==> src/rtl/mac_pipe_acc.sv <==
// Purpose : 2-stage pipelined unsigned multiplier with per-sample MADD (A*B+C) or frame-accumulate mode.
// Latency : a sample taken on edge k has its result registered on edge k+1 (visible the cycle after).
// Backpressure: none. Accepts one sample per cycle and emits every result as a one-cycle out_valid pulse.
//
// Ports:
//   clk, rst_n         clock (rising edge), asynchronous active-low reset
//   in_valid, mode     sample qualifier; 0 = MADD, 1 = ACC (C ignored)
//   A, B, C            unsigned operands, WIDTH_IN bits
//   DATA_OUT, ovf      result and overflow flag, qualified by out_valid
//   out_valid          one-cycle pulse per result
//   busy, acc_cnt      frame partially filled / products collected in the open frame
module mac_pipe_acc #(
   parameter int unsigned WIDTH_IN  = 8,
   parameter int unsigned WIDTH_OUT = 20,
   parameter int unsigned ACC_LEN   = 4,
   parameter int unsigned SATURATE  = 1
) (
   input  logic                             clk,
   input  logic                             rst_n,
   input  logic                             in_valid,
   input  logic                             mode,
   input  logic [WIDTH_IN-1:0]              A,
   input  logic [WIDTH_IN-1:0]              B,
   input  logic [WIDTH_IN-1:0]              C,
   output logic [WIDTH_OUT-1:0]             DATA_OUT,
   output logic                             out_valid,
   output logic                             ovf,
   output logic                             busy,
   output logic [$clog2(ACC_LEN+1)-1:0]     acc_cnt
);

   localparam int unsigned PW = 2 * WIDTH_IN;      // product width
   localparam int unsigned SW = WIDTH_OUT + 1;     // sum width incl. carry
   localparam int unsigned CW = $clog2(ACC_LEN + 1);

   if (WIDTH_OUT < 2 * WIDTH_IN + 1) begin : g_width_chk
      $error("mac_pipe_acc: WIDTH_OUT must be >= 2*WIDTH_IN+1");
   end
   if (ACC_LEN < 1) begin : g_len_chk
      $error("mac_pipe_acc: ACC_LEN must be >= 1");
   end

   // Stage-1 registers
   logic [PW-1:0]       p1;
   logic [WIDTH_IN-1:0] c1;
   logic                m1;
   logic                v1;

   // Accumulator state
   logic [WIDTH_OUT-1:0] acc;
   logic                 ovf_s;

   // Stage-2 combinational results
   logic [SW-1:0]        madd_sum;
   logic [SW-1:0]        acc_sum;
   logic [WIDTH_OUT-1:0] madd_res;
   logic [WIDTH_OUT-1:0] acc_w;
   logic                 ovf_s_nxt;
   logic                 frame_done;

   always_comb begin
      madd_sum  = SW'(p1) + SW'(c1);
      acc_sum   = {1'b0, acc} + SW'(p1);
      madd_res  = madd_sum[WIDTH_OUT-1:0];
      acc_w     = acc_sum[WIDTH_OUT-1:0];
      // A saturated accumulator is all-ones, so any further nonzero product
      // carries again and re-clamps: the frame stays pinned at all-ones.
      if (SATURATE != 0) begin
         if (madd_sum[WIDTH_OUT]) madd_res = '1;
         if (acc_sum[WIDTH_OUT])  acc_w    = '1;
      end
      ovf_s_nxt  = ovf_s | acc_sum[WIDTH_OUT];
      frame_done = (acc_cnt == CW'(ACC_LEN - 1));
   end

   // Stage 1: register product and side-band
   always_ff @(posedge clk or negedge rst_n) begin
      if (!rst_n) begin
         p1 <= '0;
         c1 <= '0;
         m1 <= 1'b0;
         v1 <= 1'b0;
      end else begin
         v1 <= in_valid;
         if (in_valid) begin
            p1 <= PW'(A) * PW'(B);
            c1 <= C;
            m1 <= mode;
         end
      end
   end

   // Stage 2: output register and accumulator. MADD samples leave the open
   // frame untouched so they may be interleaved with ACC samples.
   always_ff @(posedge clk or negedge rst_n) begin
      if (!rst_n) begin
         DATA_OUT  <= '0;
         out_valid <= 1'b0;
         ovf       <= 1'b0;
         busy      <= 1'b0;
         acc_cnt   <= '0;
         acc       <= '0;
         ovf_s     <= 1'b0;
      end else if (v1) begin
         if (!m1) begin
            DATA_OUT  <= madd_res;
            ovf       <= madd_sum[WIDTH_OUT];
            out_valid <= 1'b1;
         end else if (frame_done) begin
            DATA_OUT  <= acc_w;
            ovf       <= ovf_s_nxt;
            out_valid <= 1'b1;
            acc       <= '0;
            acc_cnt   <= '0;
            ovf_s     <= 1'b0;
            busy      <= 1'b0;
         end else begin
            acc       <= acc_w;
            acc_cnt   <= acc_cnt + CW'(1);
            ovf_s     <= ovf_s_nxt;
            out_valid <= 1'b0;
            busy      <= 1'b1;
         end
      end else begin
         out_valid <= 1'b0;
      end
   end

endmodule

==> config.mk <==
export PLATFORM = sky130hd
export DESIGN_NAME = mac_pipe_acc
export DESIGN_NICKNAME = d
export VERILOG_FILES = /design/src/rtl/mac_pipe_acc.sv
export SDC_FILE = /design/constraint.sdc
export NUM_CORES = 1
export LEC_CHECK = 0
export CELL_PAD_IN_SITES_DETAIL_PLACEMENT = 0
export CELL_PAD_IN_SITES_GLOBAL_PLACEMENT = 1
export CORE_MARGIN = 8
export CORE_UTILIZATION = 45
export CTS_BUF_LIST = sky130_fd_sc_hd__clkbuf_8
export DETAILED_ROUTE_END_ITERATION = 7
export GPL_ROUTABILITY_DRIVEN = 1
export MAX_ROUTING_LAYER = met4
export PLACE_DENSITY = 0.84
export SYNTH_ARGS = -nofsm -noshare
export SYNTH_HDL_FRONTEND = slang
export SYNTH_SLANG_ARGS = --single-unit
export TNS_END_PERCENT = 10
==> constraint.sdc <==
create_clock -name clk -period 2.9 [get_ports clk]
set_clock_uncertainty 0.15 [all_clocks]
set_input_delay 0.29 -clock clk [delete_from_list [all_inputs] [get_ports clk]]
set_output_delay 0.29 -clock clk [all_outputs]
set_load 0.05 [all_outputs]
# ---- Word level (Yosys, flattened, before mapping)
# Cells that the tools add are included.
dict set report totals {
  ff_bits 73
  latch_bits 0
  mem_bits_rw 0
  romBits 0
  in_bits 28
  wordCells 33
  memories 0
}
dict set report classes {
  addsub 3
  mul 1
  div_mod_pow 0
  order_cmp 0
  n_eq_ne 2
  shifts 0
  mux 13
  n_bitwise 1
  reduce_logical 2
}
# operator count
set op_table {}
lappend op_table {{$mux 20} 5}
lappend op_table {{$add 20x16->21} 1}
lappend op_table {{$add 16x8->17} 1}
lappend op_table {{$mul 8x8->16} 1}
lappend op_table {{$mux 1} 7}
lappend op_table {{$reduce_and 2->1} 2}
lappend op_table {{$add 3x1->3 const B} 1}
lappend op_table {{$eq 3x2->1 const B} 1}
lappend op_table {{$mux 3} 1}
lappend op_table {{$ne 2x1->1 const B} 1}
lappend op_table {{$or 1x1->1} 1}

# ---- Logic depth before layout (Yosys ltp)
dict set report depth {
  ltp_word 4
  depth_mapped 17
}

# ---- Worst setup path before layout
# No wires, ideal clock.
dict set report synth_path {
  path_type {input -> register}
  start {in B[7]}
  end {reg p1[13]}
  setup_ps 125
  arrival_time_ps 3954
  required_time_ps 2625
  setup_slack_ps -1329
  stages 16
  n_path_buf 0
  path_cell_list {nand2_1 > fa_1 > fa_1 > inv_1 > fa_1 > inv_1 > fa_1 > inv_1 > ha_1 > o21a_1 > o31a_1 > o31ai_2 > a21oi_1 > a21oi_1 > xnor2_1 > mux2_2}
}
dict set report synth_via {
  elab_chain_cells 1
}
# item line_no
set synth_rtl {}
lappend synth_rtl {{start: declaration} 23} ;# input logic [WIDTH_IN-1:0] B,
lappend synth_rtl {{$mul 8x8->16} 86} ;# p1 <= PW'(A) * PW'(B);
lappend synth_rtl {{end signal: assignment} 86}
lappend synth_rtl {{end: declaration} 44} ;# logic [PW-1:0] p1;
# Every way passes these cells.
# A chain may end at the register's enable or synchronous reset.

# ---- Final worst setup path
dict set report layout_path {
  start {in B[4]}
  end {reg p1[11]}
}
# The elaborated chain is that of the path after synthesis.

==> run_results.csv <==
group,metric,value,unit
sta,setup_tns,-7289,ps
sta,finalMaxSlewViolations,0,
logic_synthesis,ys_warn_count,0,
global_route,grt_use_total,19.60,%
final_layout,area_growth,26.38,%
logic_synthesis,netlist_area,6379,sq um
logic_synthesis,synthArstFlopShare,100.0,%
final_layout,antenna_cells,0,
worst_setup_path,cpLargestDelayFamily,"adder cells",
global_route,first_global_vias,5758,
power_and_ir_drop,p_per_area,967.8,nW/um^2
worst_setup_path,critPathCaptureType,"register",
worst_setup_path,crit_arrival,3930,ps
worst_setup_path,path_max_fanout,6,
floorplan,rows,43,
floorplan,die_area,18240,sq um
sta,worst_slew_pin_slew,929.4,ps
sta,period_share,131.9,%
run_status,violations,"setup timing",
power_and_ir_drop,p_leak,3.749,nW
route,via_per_inst,5.551,
place,portBuffers,53,
worst_setup_path,path_buf_inv,3,
sta,finalWorstPathRequiredPeriod,3826,ps
worst_hold_path,hold_path_class,"input pin to register",
worst_setup_path,crit_path_top_delay_cell,"fa_2",
final_layout,drive_above_1_share,20.94,%
floorplan,io-pin-count,54,
global_route,antenna_found_initial,0,
global_route,grt_max_degree,74,
logic_synthesis,synth_area_per_cell,9.061,sq um
job,maxCapViolCount,0,
worst_setup_path,r2r_setup_slack,100,ps
clocking,cts_buffers,9,
sta,rsz0062_at_grt,"yes",
logic_synthesis,synthCells,704,
final_layout,layout.nets,948,
floorplan,start_util,45.95,%
clocking,clkTransAtPathRegs,80,ps
logic_synthesis,synthFlopType,"dfrtp_1",
clocking,htreeDepth,3,
route,wl_per_cell,16.63,microns
worst_setup_path,required,3000,ps
global_route,grt_remaining_overflow,0,
logic_synthesis,yosysUniqueCellTypes,65,
floorplan,coreArea,13880,sq um
route,ant_nets,0,
worst_setup_path,start_kind,"input pin",
logic_synthesis,yosysSeqAreaShare,28.64,%
sta,hold_viol_final,0,
place,dp_hpwl,12810,microns
logic_synthesis,synth_edf_count,0,
clocking,clockRootBuffer,"clkbuf_8",
logic_synthesis,syn_nets,831,
logic_synthesis,ys_seq_elements,73,
sta,max_freq,0.2614,GHz
sta,setup_slack,-925.8,ps
power_and_ir_drop,worst_ir_drop_vdd,0.6362,mV
place,pre_cts_ws,-1998,ps
floorplan,die_y,135.1,microns
route,first_pass_iters,6,
route,num_vias,5584,
sta,setup_viol,11,
clocking,clock_latency,370,ps
worst_setup_path,path_class,"input pin to register",
worst_setup_path,worstPathCellList,"buf_8 > and2_1 > fa_2 > ha_1 > ha_1 > inv_1 > fa_1 > inv_1 > ha_4 > nor2b_1 > o31a_1 > o31ai_4 > nand2b_1 > a21oi_2 > xnor2_1 > mux2_2",
clocking,cts.path.max_buffers,2,
clocking,cts.sinks,73,
sta,max-slew-margin-rel,38.04,%
worst_setup_path,cpPeakStageDelay,570,ps
run_status,status,"finished with violations",
route,drcViolationCount,0,
global_route,grt_first_pass_wirelength,28230,microns
floorplan,die_w,135.1,microns
clocking,cts_tree,"built",
route,wl,16730,microns
place,gp_congestion,0.8999,
route,drt-initial-drc-count,345,
## what timing repair did
item                       4_1_cts  5_1_grt
setup buffers                    3        1
resized for setup               92       34
hold buffers                     1        0
hold endpoints to repair        73        0
setup endpoints to repair       12       34
pin swaps                       22       18
gates cloned                     0        0
## synth_stat cells (9+ instances only)
library cell	count	area (sq um)
xnor2_1	17	148.9
nor2_1	41	153.9
ha_1	61	763.2
dfrtp_1	73	1827
and2_1	46	287.8
fa_1	38	760.7
a31oi_1	12	75.07
a21oi_1	35	175.2
xor2_1	9	78.83
o21ai_1	24	120.1
clkbuf_1	13	48.80
inv_1	66	247.7
a21o_1	11	82.58
nand2_1	84	315.3
nand3_1	15	75.07
o21ai_0	33	165.2
mux2_2	15	168.9
## kinds of logic (layout without fill, tap and decap cells)
family	Yosys count	after routing	share of synthesized area [%]
AOI/OAI and AO/OA	181	181	19.01
DFF	73	73	28.64
buffers and inverters	84	206	5.139
xor gates and xnor gates	26	26	3.570
and+or+nand+nor	225	225	16.95
muxes	16	16	2.805
adders and majority gates	99	99	23.89
## power by group
group          switching, W  internal [W]
Clock              0.000401      0.000468
Combinational       0.00298       0.00232
Sequential         0.000279       0.00136
Total               0.00366       0.00415
## state kept, by name, indices dropped and copies added, names as in the netlist
name       cells
acc_cnt        3
c1             8
DATA_OUT      20
ovf_s          1
acc           20
m1             1
ovf            1
busy           1
p1            16
out_valid      1
v1             1
## tightest hold or removal path, stage by stage
cell and delay (ps):
buf_4 110, buf_4 110, buf_4 100, nand3_1 70
o21ai_0 70
## worst paths after layout
path | endpoint | cells past startpoint | from
min | p1[0] | 5 | A[0]
min reg2reg | ovf | 2 | ovf
max reg2reg | DATA_OUT[10] | 10 | p1[9]
max in group asynchronous | DATA_OUT[12] | 2 | rst_n
max | p1[11] | 16 | B[4]
min in group asynchronous | c1[5] | 2 | rst_n
## area by class of cell
type                            count  area, sq um
Fill cell                        1218         5819
Multi-Input combinational cell    547         4458
Sequential cell                    73         1827
Timing Repair Buffer              123         1085
Inverter                           67        251.5
Tap cell                          180        225.2
Clock buffer                       12        165.2
Clock inverter                      4        50.05
## cell usage in the layout, fill, tap and decap left out, types with 16 or more instances in the layout
cell type and instances:
ha_1 53, and2_1 43, nand2_1 80, buf_4 66, o21ai_1 24, dfrtp_1 73
xnor2_1 16, fa_1 34, a21oi_1 29, inv_1 63, nor2_1 41, o21ai_0 30
clkdlybuf4s50_1 36
## per-stage QoR
stage / utilization (%) / instance area (sq um) / power [W] / hold WS [ps] / cells
finish: 58.08 / 8061 / 0.007802 / 259.5 / 1006
CTS: 57.25 / 7946 / 0.007643 / 242.5 / 1005
detailed placement: 55.14 / 7654 / 0.006591 / 315.6 / 985
floorplan: - / 6476 / 0.005113 / -155.6 / 704
global route: 58.08 / 8061 / 0.008422 / 306.2 / 1006
global placement: 55.14 / 7654 / 0.006496 / 300.7 / 985
## metal layers
metal | part of all wire (%) | GRT usage, % | vias up
met5 | 0 | - | -
met4 | 1.6 | 4.812 | 0
met3 | 4.7 | 3.603 | 24
met2 | 47 | 31.19 | 128
met1 | 46 | 25.36 | 2764
li1 | - | - | 2668
No activity file was read; power rests on OpenSTA's default activity.
